`config.mk`:
```
export PLATFORM = sky130hd
export DESIGN_NAME = gate_mode_controller
export DESIGN_NICKNAME = d
export VERILOG_FILES = /design/src/rtl/gate_mode_pkg.sv /design/src/rtl/button_debouncer.sv /design/src/rtl/gate_mode_controller.sv
export SDC_FILE = /design/constraint.sdc
export NUM_CORES = 1
export LEC_CHECK = 0
export ABC_CLOCK_PERIOD_IN_PS = 3600
export CAP_MARGIN = 20
export CORE_MARGIN = 10
export CORE_UTILIZATION = 43
export CTS_CLUSTER_SIZE = 25
export DETAILED_ROUTE_END_ITERATION = 8
export HOLD_SLACK_MARGIN = 0.1
export SYNTH_ARGS = -nofsm -noshare
export SYNTH_HDL_FRONTEND = slang
export SYNTH_SLANG_ARGS = --single-unit
```
`constraint.sdc`:
```
create_clock -name CLK -period 3.6 [get_ports CLK]
set_clock_uncertainty 0.1 [all_clocks]
set_input_delay 1.08 -clock CLK [delete_from_list [all_inputs] [get_ports CLK]]
set_output_delay 1.08 -clock CLK [all_outputs]
set_load 0.02 [all_outputs]
```
`src/rtl/gate_mode_pkg.sv`:
```
// -----------------------------------------------------------------------------
// gate_mode_pkg
//   Shared definitions for the gate mode controller: the mode encoding, the
//   mode sequence step and the 2-input logic function evaluated for each mode.
//   No ports (package).
// -----------------------------------------------------------------------------
package gate_mode_pkg;

  localparam int MODE_W = 3;

  typedef enum logic [MODE_W-1:0] {
    MODE_AND  = 3'd0,
    MODE_OR   = 3'd1,
    MODE_XOR  = 3'd2,
    MODE_NAND = 3'd3,
    MODE_NOR  = 3'd4,
    MODE_XNOR = 3'd5
  } mode_e;

  localparam mode_e MODE_LAST = MODE_XNOR;

  // Next mode in the AND..XNOR ring; the unused codes 6 and 7 fall back to AND.
  function automatic mode_e mode_next(input mode_e mode);
    mode_e nxt;
    case (mode)
      MODE_AND:  nxt = MODE_OR;
      MODE_OR:   nxt = MODE_XOR;
      MODE_XOR:  nxt = MODE_NAND;
      MODE_NAND: nxt = MODE_NOR;
      MODE_NOR:  nxt = MODE_XNOR;
      default:   nxt = MODE_AND;
    endcase
    return nxt;
  endfunction

  // Logic function selected by the current mode.
  function automatic logic gate_eval(input mode_e mode, input logic a, input logic b);
    logic y;
    case (mode)
      MODE_AND:  y = a & b;
      MODE_OR:   y = a | b;
      MODE_XOR:  y = a ^ b;
      MODE_NAND: y = ~(a & b);
      MODE_NOR:  y = ~(a | b);
      MODE_XNOR: y = ~(a ^ b);
      default:   y = 1'b0;
    endcase
    return y;
  endfunction

endpackage

```
`src/rtl/button_debouncer.sv`:
```
// -----------------------------------------------------------------------------
// button_debouncer
//   Two-flop synchroniser followed by a stability counter. The stable output
//   only follows the synchronised input once it has differed from the current
//   stable value for DEBOUNCE_CYCLES consecutive cycles; shorter glitches are
//   dropped.
// Ports:
//   CLK     in  system clock
//   RESET   in  asynchronous, active-high reset
//   raw     in  raw button pin, unsynchronised
//   stable  out debounced button level
// -----------------------------------------------------------------------------
module button_debouncer #(
  parameter int unsigned DEBOUNCE_CYCLES = 500000
) (
  input  logic CLK,
  input  logic RESET,
  input  logic raw,
  output logic stable
);

  localparam int unsigned CNT_W = $clog2(DEBOUNCE_CYCLES + 1);
  localparam logic [CNT_W-1:0] CNT_LAST = CNT_W'(DEBOUNCE_CYCLES - 1);

  logic             sync1_q, sync2_q;
  logic             stable_q, stable_d;
  logic [CNT_W-1:0] cnt_q, cnt_d;

  // The counter only runs while the input disagrees with the stable value, so
  // any return to agreement restarts the qualification window from zero.
  always_comb begin
    // NOTE: every always_comb output gets a default first; a path that leaves
    // it unassigned would infer a latch.
    cnt_d    = '0;
    stable_d = stable_q;
    if (sync2_q != stable_q) begin
      if (cnt_q == CNT_LAST) begin
        stable_d = sync2_q;
      end else begin
        cnt_d = cnt_q + 1'b1;
      end
    end
  end

  // NOTE: sequential state is updated with non-blocking assignments so every
  // flop samples the pre-edge values; blocking here would collapse the
  // synchroniser into a single stage.
  always_ff @(posedge CLK or posedge RESET) begin
    if (RESET) begin
      sync1_q  <= 1'b0;
      sync2_q  <= 1'b0;
      stable_q <= 1'b0;
      cnt_q    <= '0;
    end else begin
      sync1_q  <= raw;
      sync2_q  <= sync1_q;
      stable_q <= stable_d;
      cnt_q    <= cnt_d;
    end
  end

  assign stable = stable_q;

endmodule

```
`src/rtl/gate_mode_controller.sv`:
```
// -----------------------------------------------------------------------------
// gate_mode_controller
//   Board-level controller: debounces two operand buttons and a mode button,
//   steps through six 2-input logic functions on each mode-button press and
//   drives the result LED plus a flash LED that lights after every mode change.
// Ports:
//   CLK       in   system clock
//   RESET     in   asynchronous, active-high reset
//   BTN[1:0]  in   raw operand buttons, a = BTN[0], b = BTN[1]
//   BTN_MODE  in   raw mode-advance button
//   LED[1:0]  out  LED[0] = f(a,b) under current mode, LED[1] = mode-change flash
//   MODE[2:0] out  current mode code 0..5
// Configuration:
//   GATE_AUTO_CYCLE_EN  when defined, a free-running timer also advances the
//                       mode every AUTO_PERIOD cycles; manual advances restart it.
// -----------------------------------------------------------------------------
module gate_mode_controller
  import gate_mode_pkg::*;
#(
  parameter int unsigned DEBOUNCE_CYCLES = 500000,
  parameter int unsigned FLASH_CYCLES    = 12500000,
  parameter int unsigned AUTO_PERIOD     = 50000000
) (
  input  logic              CLK,
  input  logic              RESET,
  input  logic [1:0]        BTN,
  input  logic              BTN_MODE,
  output logic [1:0]        LED,
  output logic [MODE_W-1:0] MODE
);

  localparam int unsigned FLASH_W = $clog2(FLASH_CYCLES + 1);
  localparam logic [FLASH_W-1:0] FLASH_LOAD = FLASH_W'(FLASH_CYCLES);

  logic a_deb, b_deb, mode_btn_deb;

  button_debouncer #(.DEBOUNCE_CYCLES(DEBOUNCE_CYCLES)) u_deb_a (
    .CLK    (CLK),
    .RESET  (RESET),
    .raw    (BTN[0]),
    .stable (a_deb)
  );

  button_debouncer #(.DEBOUNCE_CYCLES(DEBOUNCE_CYCLES)) u_deb_b (
    .CLK    (CLK),
    .RESET  (RESET),
    .raw    (BTN[1]),
    .stable (b_deb)
  );

  button_debouncer #(.DEBOUNCE_CYCLES(DEBOUNCE_CYCLES)) u_deb_mode (
    .CLK    (CLK),
    .RESET  (RESET),
    .raw    (BTN_MODE),
    .stable (mode_btn_deb)
  );

  logic               mode_btn_q;
  logic               manual_adv, auto_tick, advance;
  mode_e              mode_q, mode_d;
  logic [FLASH_W-1:0] flash_q, flash_d;
  logic [1:0]         led_q, led_d;

  // Rising edge of the debounced mode button only: holding or releasing it
  // produces no further advance.
  assign manual_adv = mode_btn_deb & ~mode_btn_q;

`ifdef GATE_AUTO_CYCLE_EN
  localparam int unsigned AUTO_W = $clog2(AUTO_PERIOD + 1);
  localparam logic [AUTO_W-1:0] AUTO_LAST = AUTO_W'(AUTO_PERIOD - 1);

  logic [AUTO_W-1:0] auto_q;

  assign auto_tick = (auto_q == AUTO_LAST);

  // Any advance (manual or the tick itself) restarts the period from zero, so
  // a press landing on the tick cycle still yields a single step.
  always_ff @(posedge CLK or posedge RESET) begin
    if (RESET) begin
      auto_q <= '0;
    end else if (advance) begin
      auto_q <= '0;
    end else begin
      auto_q <= auto_q + 1'b1;
    end
  end
`else
  assign auto_tick = 1'b0;
`endif

  assign advance = manual_adv | auto_tick;

  always_comb begin
    mode_d = mode_q;
    // mode_next maps the unreachable codes back to AND, which also covers
    // recovery without an advance.
    if (advance || (mode_q > MODE_LAST)) begin
      mode_d = mode_next(mode_q);
    end

    if (advance) begin
      flash_d = FLASH_LOAD;
    end else if (flash_q != '0) begin
      flash_d = flash_q - 1'b1;
    end else begin
      flash_d = '0;
    end

    led_d = {(flash_d != '0), gate_eval(mode_q, a_deb, b_deb)};
  end

  always_ff @(posedge CLK or posedge RESET) begin
    if (RESET) begin
      mode_btn_q <= 1'b0;
      mode_q     <= MODE_AND;
      flash_q    <= '0;
      led_q      <= 2'b00;
    end else begin
      mode_btn_q <= mode_btn_deb;
      mode_q     <= mode_d;
      flash_q    <= flash_d;
      led_q      <= led_d;
    end
  end

  assign LED  = led_q;
  assign MODE = mode_q;

endmodule

```
---- Word-level counts from Yosys, hierarchy flattened ----
Index checks and enable logic that the tools add are counted.
cells by class
  multiply operators ...................... 0
  mux-type cells .......................... 10
  equality and inequality tests ........... 11
  order comparisons ....................... 1
  reduce and logical (&&, ||, !) cells .... 7
  add/sub/neg operators ................... 4
  divide/modulo/power cells ............... 0
  shift-type cells ........................ 0
  bitwise gates (word level) .............. 8
operators by type and width
  kind                                                  count
  two-way mux 19 bit                                    6
  adder 19 x 1 -> 19 bit, second input constant         3
  == test 19 bit, second input constant                 3
  two-way mux 24 bit                                    2
  nonzero test 24 bit                                   2
  subtractor 24 x 1 -> 24 bit, second input constant    1
  case mux 3 bit (5 select lines)                       1
  == test 3 x 2 -> 1 bit, second input constant         2
  == test 3 bit, second input constant                  2
  case mux 1 bit (6 select lines)                       1
  AND reduction 2 bit                                   3
  inverter 1 bit                                        4
  == test 3 x 1 -> 1 bit, second input constant         1
  greater-than comparator 3 bit, second input constant  1
  zero test 3 bit                                       1
  != test 1 bit                                         3
  AND 1 bit                                             2
  logical OR 1 bit                                      1
  OR 1 bit                                              1
  XOR 1 bit                                             1
storage, ports and cells
  logic and storage cells ................. 57
  memory bits (read-only) ................. 0
  output and inout bits ................... 5
  memories ................................ 0
  register bits ........................... 96
  bits in latches ......................... 0
  bits of input ports ..................... 5
  bits in writable memories ............... 0

---- Logic depth before layout (Yosys ltp) ----
  word-level depth ........................ 4
  gate-level depth with buffers ........... 8
  mapped depth without buffers ............ 8

---- Cells and area by module ----
From an unflattened synthesis, not the netlist that was laid out.
unflattened totals
  cell total of the unflattened synthesis .. 508
  area total of the unflattened synthesis .. 5043.6 sq um
modules (own cells, without submodules)
  module                seq. area each (sq um)  times used  area each (sq um)  cells each
  button_debouncer      550.5                   3           1091.0             103
  gate_mode_controller  750.7                   1           1770.4             199

---- Worst setup path after synthesis ----
No wires, ideal clock.
  kind .................................... reg-to-reg
  from .................................... register flash_q[0]
  to ...................................... register led_q[1] (netlist: LED[1])
  path buffers ............................ 0
  setup time .............................. 0.134 ns
  required time ........................... 3.366 ns
  clock period less this slack ............ 2.183 ns
  data arrival time ....................... 1.950 ns
  stages on the path, launching flop included .. 9
  slack ................................... 1.417 ns
  cell sequence ........................... dfrtp_1 -> inv_1 -> ha_1 -> nor3b_4 -> nand2_1 -> o31ai_1 -> nand4_1 -> nor4_1 -> a22oi_1
on the way
  word-level cells in the longest chain between the ends .. 4
  elaborated cells between the ends (all ways) .. 5
  classes of those cells .................. 1 x add/sub; 2 x mux; 2 x reduce/logical
ends and longest elaborated chain
  what                                                                line                                                      RTL
  start: declaration                                                  gate_mode_controller.sv:61                                logic [FLASH_W-1:0] flash_q, flash_d;
  start signal: assignment                                            gate_mode_controller.sv:121                               flash_q <= flash_d;
  subtractor 24 x 1 -> 24 bit or nonzero test 24 bit (tied branches)  gate_mode_controller.sv:104, gate_mode_controller.sv:103
  two-way mux 24 bit (*)                                              gate_mode_controller.sv:103                               end else if (flash_q != '0) begin
  two-way mux 24 bit (*)                                              gate_mode_controller.sv:101                               if (advance) begin
  nonzero test 24 bit (*)                                             gate_mode_controller.sv:109                               led_d = {(flash_d != '0), gate_eval(mode_q, a_deb, b_deb)};
  named net led_d[1]                                                  gate_mode_controller.sv:62                                logic [1:0] led_q, led_d;
  end signal: assignment                                              gate_mode_controller.sv:122                               led_q <= led_d;
  end: declaration                                                    gate_mode_controller.sv:62
Mark *: on every way through the listed nets, which the timed path passes. The rest lies on a longest branch.
A chain may end at the register's enable or synchronous reset.

---- Worst setup path in the final report ----
  from .................................... register mode_q[1] (netlist: MODE[1])
  to ...................................... output MODE[1]
RTL lines
  what                      line                         RTL
  start: declaration        gate_mode_controller.sv:60   mode_e mode_q, mode_d;
  start signal: assignment  gate_mode_controller.sv:120  mode_q <= mode_d;
  end: declaration          gate_mode_controller.sv:29   output logic [MODE_W-1:0] MODE
No word-level cell between the ends.

==> flow_metrics.tcl <==
set metrics [dict create \
    die_area_um2 15800 \
    crit_required_ps 2420 \
    cpMaxStageDelayCell "clkdlybuf4s50_1" \
    post-cts-setup-buffer-count 0 \
    crit_chain "clkdlybuf4s50_1" \
    start_util_pct 44.1 \
    ys_types 52 \
    synthArstFlopShare_pct 100 \
    fin_area_um2 5240 \
    rsz0062_at_grt "no" \
    layout-drive-gt1-share_pct 6.81 \
    crit_path_end_kind "output pin" \
    pin_count 10 \
    power_leakage_nw 2.44 \
    worst_slew_pin_slew_ps 731 \
    start_kind "flip-flop" \
    via_per_inst 5.40 \
    synth_edf_count 0 \
    area_growth_pct 9.06 \
    hold_violations 0 \
    wl_per_cell_um 14.4 \
    core.rowCount 38 \
    ys_warn_count 0 \
    drtIter0Drc 216 \
    ys_ff_latch 96 \
    dp_hpwl_um 6500 \
    grt_pass1_vias 3462 \
    max-vdd-ir-drop_v 0.000208 \
    clockBufferDepth 2 \
    crit_buf_inv 1 \
    drtAntennaViolNets 0 \
    postSynthCellCount 486 \
    antenna_found_initial 0 \
    place_area_um2 5030 \
    synth_nets 498 \
    post_cts_resized 0 \
    hp-class "flip-flop to flip-flop" \
    port_buffers 9 \
    grt-ovfl-total 0 \
    path_clk_slew_ps 90 \
    cts_hold_buf 0 \
    status "complete, no violations" \
    die_x_um 126 \
    crit_arrival_ps 1550 \
    numCtsBuffers 9 \
    place_congestion 0.890 \
    cts.htree.levels 3 \
    coreArea_um2 10900 \
    fin_cells 639 \
    ys.flop_type "dfrtp_1" \
    critical_path_class "flip-flop to output pin" \
    mostFrequentLayoutCell "dfrtp_1" \
    crit_family "buffers and inverters" \
    drv_cap 0 \
    grt_first_pass_wirelength_um 16200 \
    fin_crit_sh_pct 75.9 \
    clockRootBuffer "clkbuf_8" \
    setup_viol 0 \
    fillCellCount 1015 \
    dr.pass1.iters 4 \
    max_stage_delay_ps 680 \
    seq_area_frac_synth_pct 50.0 \
    dp.cells 623 \
    drv_slew 0 \
    tns_ps 0 \
    layout_common_cells "dfrtp_1 (96), nor2_1 (81), nand2_1 (39)" \
    period_needed_ps 2730 \
    slew_headroom_pct 51.1 \
    grt_start_max_net_pins 42 \
    power_w 0.00192 \
    drc_errors 0 \
    clkSinkCount 96 \
    via_count 3448 \
    path_max_fanout 7 \
    diodes 0 \
    powerDensity_nw_per_um2 367 \
    clk_latency_ps 360 \
    chipHeight_um 126 \
    avgSynthCellArea_um2 9.89 \
    routed_wl_um 9180 \
    fin_nets 506 \
    fmax_mhz 366 \
    whs_ps 259 \
    grt_usage_pct 12.0 \
    syn_area_um2 4800 \
    cts_tree "built" \
]
==> Yosys cell counts (2+ instances only) <==
| library cell | n | area, um2 |
|---|---|---|
| or3_1 | 11 | 68.8 |
| or2_2 | 3 | 18.8 |
| and2_1 | 2 | 12.5 |
| a21o_1 | 3 | 22.5 |
| and3_1 | 4 | 25.0 |
| nand2b_1 | 3 | 18.8 |
| ha_1 | 7 | 87.6 |
| nor4_4 | 3 | 63.8 |
| inv_1 | 12 | 45.0 |
| dfrtp_1 | 96 | 2400 |
| o31ai_1 | 5 | 37.5 |
| nor3_1 | 11 | 55.1 |
| clkbuf_1 | 5 | 18.8 |
| xnor2_1 | 31 | 272 |
| nor2_1 | 81 | 304 |
| mux2_2 | 2 | 22.5 |
| nand4_1 | 17 | 106 |
| nand2_1 | 39 | 146 |
| xor2_1 | 36 | 315 |
| a21oi_1 | 11 | 55.1 |
| mux2i_1 | 4 | 40.0 |
| buf_2 | 6 | 30.0 |
| nor4b_1 | 3 | 26.3 |
| nand3b_1 | 2 | 15.0 |
| and4_1 | 5 | 43.8 |
| o21ai_0 | 19 | 95.1 |
| buf_6 | 2 | 22.5 |
| or4_1 | 3 | 22.5 |
| nor4_1 | 11 | 68.8 |
| nand3_1 | 27 | 135 |
==> sequential cells by signal (all words and copies together) (netlist names) <==
name	flops
u_deb_b.cnt_q	19
u_deb_b.stable	1
u_deb_a.sync2_q	1
mode_btn_q	1
u_deb_mode.sync1_q	1
LED	2
u_deb_b.sync1_q	1
u_deb_mode.cnt_q	19
flash_q	24
u_deb_a.cnt_q	19
u_deb_b.sync2_q	1
u_deb_a.stable	1
u_deb_a.sync1_q	1
MODE	3
u_deb_mode.sync2_q	1
u_deb_mode.stable	1
==> cell families (layout without fill, tap and decap cells) <==
group                    count (synthesis)  after routing  share of synthesized area (%)
XOR/XNOR                                67             67                           12.2
flip-flops                              96             96                           50.0
AO/OA/AOI/OAI                           44             44                           5.31
adder cells (fa/ha/maj)                  7              7                           1.82
AND/OR/NAND/NOR                        239            239                           26.7
multiplexers                             6              6                           1.30
buffers and inverters                   27             40                           2.66
==> final timing paths <==
check	cells past startpoint	start	endpoint	slack, ps
max in group asynchronous	3	RESET	flash_q[7]	1680
setup reg to reg	5	flash_q[20]	flash_q[7]	990
hold reg to reg	0	u_deb_a.sync1_q	u_deb_a.sync2_q	260
setup / recovery	1	MODE[1]	MODE[1]	870
hold / removal	0	u_deb_a.sync1_q	u_deb_a.sync2_q	260
min in group asynchronous	2	RESET	u_deb_a.cnt_q[5]	1080
==> where the power goes <==
group	internal, W	switching [W]
Combinational	0.0000179	0.0000388
Sequential	0.00109	0.0000105
Clock	0.000411	0.000354
==> metal layers <==
layer  routed length [um]  up-vias  track usage, %
met5                    0        -               0
met4                  184        0            5.69
li1                     -     1688               -
met1                 4480     1682            15.7
met2                 4170       63            18.4
met3                  351       15            2.43
==> per-stage QoR <==
stage / util [%] / setup slack (ps)
2_1_floorplan: - / 1290
3_3_place_gp: 46.2 / 1050
3_5_place_dp: 46.2 / 1010
4_1_cts: 48.1 / 824
5_1_grt: 48.1 / 706
6_report: 48.1 / 867
==> cell type report <==
type / count / area [um2] / area share [%]
Multi-Input combinational cell: 363 / 2270 / 43.4
Clock buffer: 13 / 149 / 2.84
Inverter: 12 / 48.8 / 0.931
Tap cell: 140 / 175 / 3.34
Sequential cell: 96 / 2400 / 45.8
Timing Repair Buffer: 12 / 125 / 2.39
Clock inverter: 3 / 65.1 / 1.24
(Power assumes the default switching activity.)
